## src/rtl/tdm_demux_pkg.sv

```systemverilog
`default_nettype none
// ============================================================================
// Module   : tdm_demux_pkg
// Brief    : Shared defaults and state encoding for the TDM demux sequencer
// Revision : 1.0
// ============================================================================
package tdm_demux_pkg;

    localparam int c_N_CH_DEF = 4;
    localparam int c_DW_DEF   = 8;
    localparam int c_FCW_DEF  = 4;

    typedef logic [1:0] state_t;

    localparam state_t c_ST_IDLE = 2'b00;
    localparam state_t c_ST_FILL = 2'b01;
    localparam state_t c_ST_FULL = 2'b10;

endpackage
`default_nettype wire

```

## src/rtl/tdm_demux_sequencer_if.sv

```systemverilog
`default_nettype none
// ============================================================================
// Module   : tdm_demux_sequencer_if
// Brief    : Word-stream handshake and channel-output bundle of the sequencer
// Revision : 1.0
// ============================================================================
interface tdm_demux_sequencer_if
    import tdm_demux_pkg::*;
#(
    parameter int N_CH = c_N_CH_DEF,
    parameter int DW   = c_DW_DEF,
    parameter int FCW  = c_FCW_DEF
);
    localparam int SW = $clog2(N_CH);

    logic                 in_valid;
    logic [DW-1:0]        in_data;
    logic                 in_sof;
    logic                 in_ready;
    logic                 frame_ack;
    logic [SW-1:0]        sel;
    logic [N_CH*DW-1:0]   ch_data;
    logic [N_CH-1:0]      ch_valid;
    logic                 frame_done;
    logic [FCW-1:0]       frame_cnt;
    logic                 resync_err;

    modport master (
        output in_valid, in_data, in_sof, frame_ack,
        input  in_ready, sel, ch_data, ch_valid, frame_done, frame_cnt, resync_err
    );

    modport slave (
        input  in_valid, in_data, in_sof, frame_ack,
        output in_ready, sel, ch_data, ch_valid, frame_done, frame_cnt, resync_err
    );

endinterface
`default_nettype wire

```

## src/rtl/tdm_sel_counter.sv

```systemverilog
`default_nettype none
// ============================================================================
// Module   : tdm_sel_counter
// Brief    : Mod-N_CH channel select counter with clear and load-to-1
// Revision : 1.0
// ============================================================================
module tdm_sel_counter #(
    parameter int N_CH = 4
) (
    input  wire logic                      clk,
    input  wire logic                      rst_n,
    input  wire logic                      i_clr,
    input  wire logic                      i_load1,
    input  wire logic                      i_inc,
    output logic [$clog2(N_CH)-1:0]        o_cnt
);
    localparam int SW = $clog2(N_CH);
    localparam logic [SW-1:0] c_LAST = SW'(N_CH - 1);

    logic [SW-1:0] r_cnt;

    // Clear dominates so a completing frame always leaves sel at channel 0.
    always_ff @(posedge clk) begin
        if (!rst_n) begin
            r_cnt <= '0;
        end else if (i_clr) begin
            r_cnt <= '0;
        end else if (i_load1) begin
            r_cnt <= SW'(1);
        end else if (i_inc) begin
            r_cnt <= (r_cnt == c_LAST) ? '0 : r_cnt + SW'(1);
        end
    end

    assign o_cnt = r_cnt;

endmodule
`default_nettype wire

```

## src/rtl/tdm_demux_sequencer.sv

```systemverilog
`default_nettype none
// ============================================================================
// Module   : tdm_demux_sequencer
// Brief    : Round-robin TDM demultiplexer into registered channel outputs
// Revision : 1.0
// ============================================================================
module tdm_demux_sequencer
    import tdm_demux_pkg::*;
#(
    parameter int N_CH = c_N_CH_DEF,
    parameter int DW   = c_DW_DEF,
    parameter int FCW  = c_FCW_DEF
) (
    input  wire logic              clk,
    input  wire logic              rst_n,
    tdm_demux_sequencer_if.slave   bus
);
    localparam int SW = $clog2(N_CH);
    localparam logic [SW-1:0] c_LAST_CH = SW'(N_CH - 1);

    state_t               r_state;
    logic                 r_in_ready;
    logic [N_CH-1:0]      r_ch_valid;
    logic                 r_frame_done;
    logic                 r_resync_err;
    logic [FCW-1:0]       r_frame_cnt;

    logic [SW-1:0]        w_sel;
    logic [SW-1:0]        w_target;
    logic                 w_xfer;
    logic                 w_last;
    logic                 w_resync;
    logic                 w_clr_sel;
    logic [N_CH-1:0]      w_onehot;
    logic [N_CH*DW-1:0]   w_ch_data;

    assign w_xfer    = bus.in_valid && r_in_ready;
    assign w_target  = bus.in_sof ? '0 : w_sel;
    assign w_last    = w_xfer && (w_target == c_LAST_CH);
    assign w_resync  = w_xfer && bus.in_sof && (r_state == c_ST_FILL) && (w_sel != '0);
    assign w_clr_sel = w_last || (r_state == c_ST_FULL);
    assign w_onehot  = N_CH'(1) << w_target;

    tdm_sel_counter #(
        .N_CH (N_CH)
    ) u_sel_counter (
        .clk     (clk),
        .rst_n   (rst_n),
        .i_clr   (w_clr_sel),
        .i_load1 (w_xfer && bus.in_sof),
        .i_inc   (w_xfer),
        .o_cnt   (w_sel)
    );

    generate
        for (genvar k = 0; k < N_CH; k++) begin : g_ch
            logic [DW-1:0] r_word;

            always_ff @(posedge clk) begin
                if (!rst_n) begin
                    r_word <= '0;
                end else if (w_xfer && (w_target == SW'(k))) begin
                    r_word <= bus.in_data;
                end
            end

            assign w_ch_data[k*DW +: DW] = r_word;
        end
    endgenerate

    // in_ready is computed from the state being left, so leaving FULL costs
    // one extra cycle before the next word can be accepted.
    always_ff @(posedge clk) begin
        if (!rst_n) begin
            r_state      <= c_ST_IDLE;
            r_in_ready   <= 1'b0;
            r_ch_valid   <= '0;
            r_frame_done <= 1'b0;
            r_resync_err <= 1'b0;
            r_frame_cnt  <= '0;
        end else begin
            r_ch_valid   <= w_xfer ? w_onehot : '0;
            r_frame_done <= w_last;
            r_resync_err <= w_resync;
            if (w_last) begin
                r_frame_cnt <= r_frame_cnt + FCW'(1);
            end

            case (r_state)
                c_ST_IDLE: begin
                    r_in_ready <= 1'b1;
                    if (w_xfer) begin
                        r_state <= c_ST_FILL;
                    end
                end
                c_ST_FILL: begin
                    if (w_last) begin
                        r_state    <= c_ST_FULL;
                        r_in_ready <= 1'b0;
                    end else begin
                        r_in_ready <= 1'b1;
                    end
                end
                c_ST_FULL: begin
                    r_in_ready <= 1'b0;
                    if (bus.frame_ack) begin
                        r_state <= c_ST_IDLE;
                    end
                end
                default: begin
                    r_state    <= c_ST_IDLE;
                    r_in_ready <= 1'b0;
                end
            endcase
        end
    end

    assign bus.in_ready   = r_in_ready;
    assign bus.sel        = w_sel;
    assign bus.ch_data    = w_ch_data;
    assign bus.ch_valid   = r_ch_valid;
    assign bus.frame_done = r_frame_done;
    assign bus.frame_cnt  = r_frame_cnt;
    assign bus.resync_err = r_resync_err;

endmodule
`default_nettype wire

```

## src/flat_wrapper.sv

```systemverilog
// flat-port wrapper written by rule: the top's interface ports become plain ports
module tdm_demux_sequencer_flat import tdm_demux_pkg::*;
#(
    parameter int N_CH = c_N_CH_DEF,
    parameter int DW   = c_DW_DEF,
    parameter int FCW  = c_FCW_DEF
)
  (clk, rst_n, bus_in_valid, bus_in_data, bus_in_sof, bus_frame_ack, bus_in_ready, bus_sel, bus_ch_data, bus_ch_valid, bus_frame_done, bus_frame_cnt, bus_resync_err);
  tdm_demux_sequencer_if #(.N_CH(N_CH), .DW(DW), .FCW(FCW)) bus_i ();
  input  wire logic clk;
  input  wire logic rst_n;
  input wire logic [$bits(bus_i.in_valid)-1:0] bus_in_valid;
  input wire logic [$bits(bus_i.in_data)-1:0] bus_in_data;
  input wire logic [$bits(bus_i.in_sof)-1:0] bus_in_sof;
  input wire logic [$bits(bus_i.frame_ack)-1:0] bus_frame_ack;
  output wire logic [$bits(bus_i.in_ready)-1:0] bus_in_ready;
  output wire logic [$bits(bus_i.sel)-1:0] bus_sel;
  output wire logic [$bits(bus_i.ch_data)-1:0] bus_ch_data;
  output wire logic [$bits(bus_i.ch_valid)-1:0] bus_ch_valid;
  output wire logic [$bits(bus_i.frame_done)-1:0] bus_frame_done;
  output wire logic [$bits(bus_i.frame_cnt)-1:0] bus_frame_cnt;
  output wire logic [$bits(bus_i.resync_err)-1:0] bus_resync_err;
  assign bus_i.in_valid = bus_in_valid;
  assign bus_i.in_data = bus_in_data;
  assign bus_i.in_sof = bus_in_sof;
  assign bus_i.frame_ack = bus_frame_ack;
  assign bus_in_ready = bus_i.in_ready;
  assign bus_sel = bus_i.sel;
  assign bus_ch_data = bus_i.ch_data;
  assign bus_ch_valid = bus_i.ch_valid;
  assign bus_frame_done = bus_i.frame_done;
  assign bus_frame_cnt = bus_i.frame_cnt;
  assign bus_resync_err = bus_i.resync_err;
  tdm_demux_sequencer #(.N_CH(N_CH), .DW(DW), .FCW(FCW)) u_core (.clk(clk), .rst_n(rst_n), .bus(bus_i));
endmodule
```

## config.mk

```make
export PLATFORM = sky130hd
export DESIGN_NAME = tdm_demux_sequencer_flat
export DESIGN_NICKNAME = d
export VERILOG_FILES = /design/src/rtl/tdm_demux_pkg.sv /design/src/rtl/tdm_demux_sequencer_if.sv /design/src/rtl/tdm_sel_counter.sv /design/src/rtl/tdm_demux_sequencer.sv /design/src/flat_wrapper.sv
export SDC_FILE = /design/constraint.sdc
export NUM_CORES = 1
export LEC_CHECK = 0
export ABC_AREA = 0
export ABC_CLOCK_PERIOD_IN_PS = 2800
export BUFFER_PORTS_ARGS = -buffer_cell sky130_fd_sc_hd__buf_2
export CAP_MARGIN = 5
export CORE_ASPECT_RATIO = 0.8
export CORE_UTILIZATION = 45
export DETAILED_ROUTE_END_ITERATION = 12
export MAX_ROUTING_LAYER = met4
export PLACE_DENSITY = 0.74
export SYNTH_ARGS = -nofsm -noshare
export SYNTH_HDL_FRONTEND = slang
export SYNTH_SLANG_ARGS = --single-unit
```

## constraint.sdc

```tcl
create_clock -name clk -period 2.8 [get_ports clk]
set_input_delay 0.28 -clock clk [delete_from_list [all_inputs] [get_ports clk]]
set_output_delay 0.28 -clock clk [all_outputs]
set_load 0.005 [all_outputs]
```

==> key figures <==
Worst hold path
  • Hold Crit Depth: 3
  • Hold path endpoint: u_core.bus.resync_err$_SDFF_PN0_
  • Worst Hold Class: input pin to register
  • Hold Startpoint: bus_in_sof

CTS
  • CTS Hold Bufs: 0
  • CTS resizes: 0
  • CTS Buf Count: 5
  • Total setup buffers inserted after CTS: 0
  • Clk_lat worst skew: 0.29 ns
  • CTS max path bufs: 2
  • CTS root buffer: clkbuf_8
  • Clock sink count: 47
  • Htree depth: 2
  • CTS tree: built
  • Clock transition time at the flip-flop clock pins of the worst setup and hold paths: 0.08 ns

Timing
  • Setup TNS: 0 ns
  • Max-slew headroom: 0.472
  • Unrepaired setup endpoints after global routing: false
  • Setup Skew: 0.00722 ns
  • Crit share post-route: 0.615
  • Peak Freq: 0.581 GHz
  • Crit path time final: 1.72 ns
  • Setup-failing EPs final: 0
  • Slew at the pin closest to its max-slew limit: 0.791 ns
  • Fin. max-slew vios: 0
  • Hold_ws: 0.267 ns
  • Final Hold Viols: 0

Logic synthesis
  • FF+latch count, synth: 47
  • EDFF count, synth: 0
  • Ys async rst share: 0
  • Ys Warns: 0
  • Cell with the most instances after synthesis: dfxtp_1
  • Mean Syn Cell Area: 10.1 um^2
  • Xor/xnor share of the synthesized area: 0
  • Synth cell types: 29
  • Post-Synthesis Cells: 179
  • Yosys top cell area share: 0.521
  • Top FF cell, synth: dfxtp_1
  • Post-synthesis mux area share: 0.189
  • Sequential area share after synthesis: 0.521
  • Post-Synth Adder-Cell Area: 0.0208
  • Most instantiated cells after synthesis: dfxtp_1, nand2_1, mux2i_1
  • Syn nets: 195
  • Area contributors post-synth: dfxtp_1, mux2i_1, nand2_1, ha_1, nor3_4
  • Synth area leader: dfxtp_1
  • Synth Area in Simple Gates: 0.203
  • Largest family of logic cells by synthesized area: simple AND/OR/NAND/NOR gates
  • Post-synthesis cell area: 0.00180 mm^2
  • Synth Area in Compound Gates: 0.0333

Drt
  • Drt total wl: 3730 um
  • DR vias/cell: 4.91
  • Initial DRC count: 96
  • DRC errors left: 0
  • ANT nets after route: 0
  • Vias: 1433
  • Routed WL per cell: 12.8 um
  • DRT Pass-1 Iters: 4

Floorplanning
  • Die span in x: 72.8 um
  • Initial Util: 0.471
  • Die height: 58.6 um
  • Total core area: 0.00383 mm^2
  • Die area: 0.00427 mm^2
  • Top Ports: 58
  • Std-Cell Rows: 20

Run
  • Max-Cap Viols: 0

Critical path
  • Reg2reg end: u_core.bus.frame_cnt[1]$_SDFFE_PN0P_
  • CP endpoint kind: register
  • Data arrival, critical path: 1.94 ns
  • R2r setup slk: 1.08 ns
  • CP Class: register to register
  • R2r worst-path depth: 3
  • CP required: 3.02 ns
  • Max FO, Critical Path: 12
  • R2R Path Start: u_core.u_sel_counter.o_cnt[0]$_SDFFE_PP0P_
  • Startpoint types: register

Place
  • Placed cell areas: 0.00213 mm^2
  • Number of port buffers: 57
  • RePlAce Congestion: 0.834
  • DP HPWL: 2680 um

Global routing
  • Number of global-route vias before repair: 1256
  • All-Layer GR Usage: 0.191
  • GRT Residual Overflow: 0
  • Global-route wire length before repair: 5950 um
  • Largest net degree at the start of global routing: 20
  • Initial antenna violation count: 0

Final layout
  • Fillcell total: 361
  • Register area: 941 um^2
  • Multi-input gate area: 805 um^2
  • Layout area overhead: 24.1%
  • Layout cells sized above 1: 0.316
  • Fin area: 0.00224 mm^2
  • Diodes inserted: 0
  • Final Net Count: 253

Pwr
  • Power Density: 554 mW/mm^2
  • Pleak: 1.00 nW
  • Final Power: 0.00124 W
  • VDD IR-drop max: 0.000309 V

Outcome
  • Status: complete, no violations
worst max-delay path: stages (launching register included):
cell and delay, ns:
dfxtp_1 0.57, nand2_2 0.18, nor2_2 0.64, mux2i_1 0.25
flip-flops by register name, indices dropped and copies added (netlist names):
name	flops
u_core.bus.ch_valid	4
u_core.bus.frame_done	1
u_core.u_sel_counter.o_cnt	2
u_core.bus.in_ready	1
u_core.g_ch.r_word	32
u_core.bus.resync_err	1
u_core.bus.frame_cnt	4
u_core.r_state	2
layout by cell type (no fill, tap or decap), drive strengths merged:
cell      instances
nand3b            1
nand2            48
inv               3
mux2i            34
or4               1
nor2              6
clkinvlp          1
ha                3
dfxtp            47
a21oi             4
nand3             1
and2              1
clkbuf            5
o21a              1
nor4              3
o31ai             1
or3               1
o21ai             2
a211oi            2
nand2b            3
nand4b            2
nor3              5
nor4b             1
bufinv            1
buf              60
worst max-delay path by stage:
stage / start / end / slack (ns) / cells past startpoint
floorplan: u_core.u_sel_counter.o_cnt[0]$_SDFFE_PP0P_ / u_core.bus.frame_cnt[3]$_SDFFE_PN0P_ / 1.53 / 4
global placement: u_core.u_sel_counter.o_cnt[1]$_SDFFE_PP0P_ / u_core.r_state[0]$_SDFFE_PN0P_ / 1.10 / 3
detailed placement: u_core.u_sel_counter.o_cnt[0]$_SDFFE_PP0P_ / u_core.g_ch[3].r_word[7]$_SDFFE_PN0P_ / 1.08 / 3
CTS: u_core.u_sel_counter.o_cnt[0]$_SDFFE_PP0P_ / u_core.bus.frame_cnt[1]$_SDFFE_PN0P_ / 1.05 / 3
global route: u_core.u_sel_counter.o_cnt[0]$_SDFFE_PP0P_ / u_core.bus.frame_cnt[0]$_SDFFE_PN0P_ / 0.92 / 3
finish: u_core.u_sel_counter.o_cnt[0]$_SDFFE_PP0P_ / u_core.bus.frame_cnt[1]$_SDFFE_PN0P_ / 1.08 / 3
kinds of logic after synthesis:
logic type      Yosys count
flops                    47
buf+inv                  12
fa+ha+maj                 3
compound gates           10
simple gates             73
mux                      34
through the flow:
step	util	worst slack, ns	cells
after floorplan	-	1.53	179
after global placement	0.557	1.10	285
after detailed placement	0.557	1.08	285
after CTS	0.585	1.05	292
after global routing	0.585	0.921	292
final	0.585	1.08	292
power breakdown:
group / leakage (nW) / internal [W] / switching [W]
clock: 0.0502 / 0.000261 / 0.000215
combinational: 0.570 / 0.0000311 / 0.0000441
sequential: 0.381 / 0.000679 / 0.0000111
total: 1.00 / 0.000971 / 0.000270
layer usage:
metal	vias to the layer above	track usage	part of all wire
met3	2	0.0497	0.061
li1	722	-	-
met5	-	-	0
met2	50	0.276	0.44
met4	0	0.0504	0.0035
met1	659	0.265	0.50
layout make-up:
| class | count | share of cell area |
|---|---|---|
| clock inverter | 2 | 0.0168 |
| sequential | 47 | 0.420 |
| clock buffer | 5 | 0.0307 |
| tap | 55 | 0.0307 |
| inverter | 3 | 0.00503 |
| timing repair buffer | 60 | 0.137 |
| multi-input combinational | 120 | 0.359 |
No activity file was read; power rests on OpenSTA's default activity.
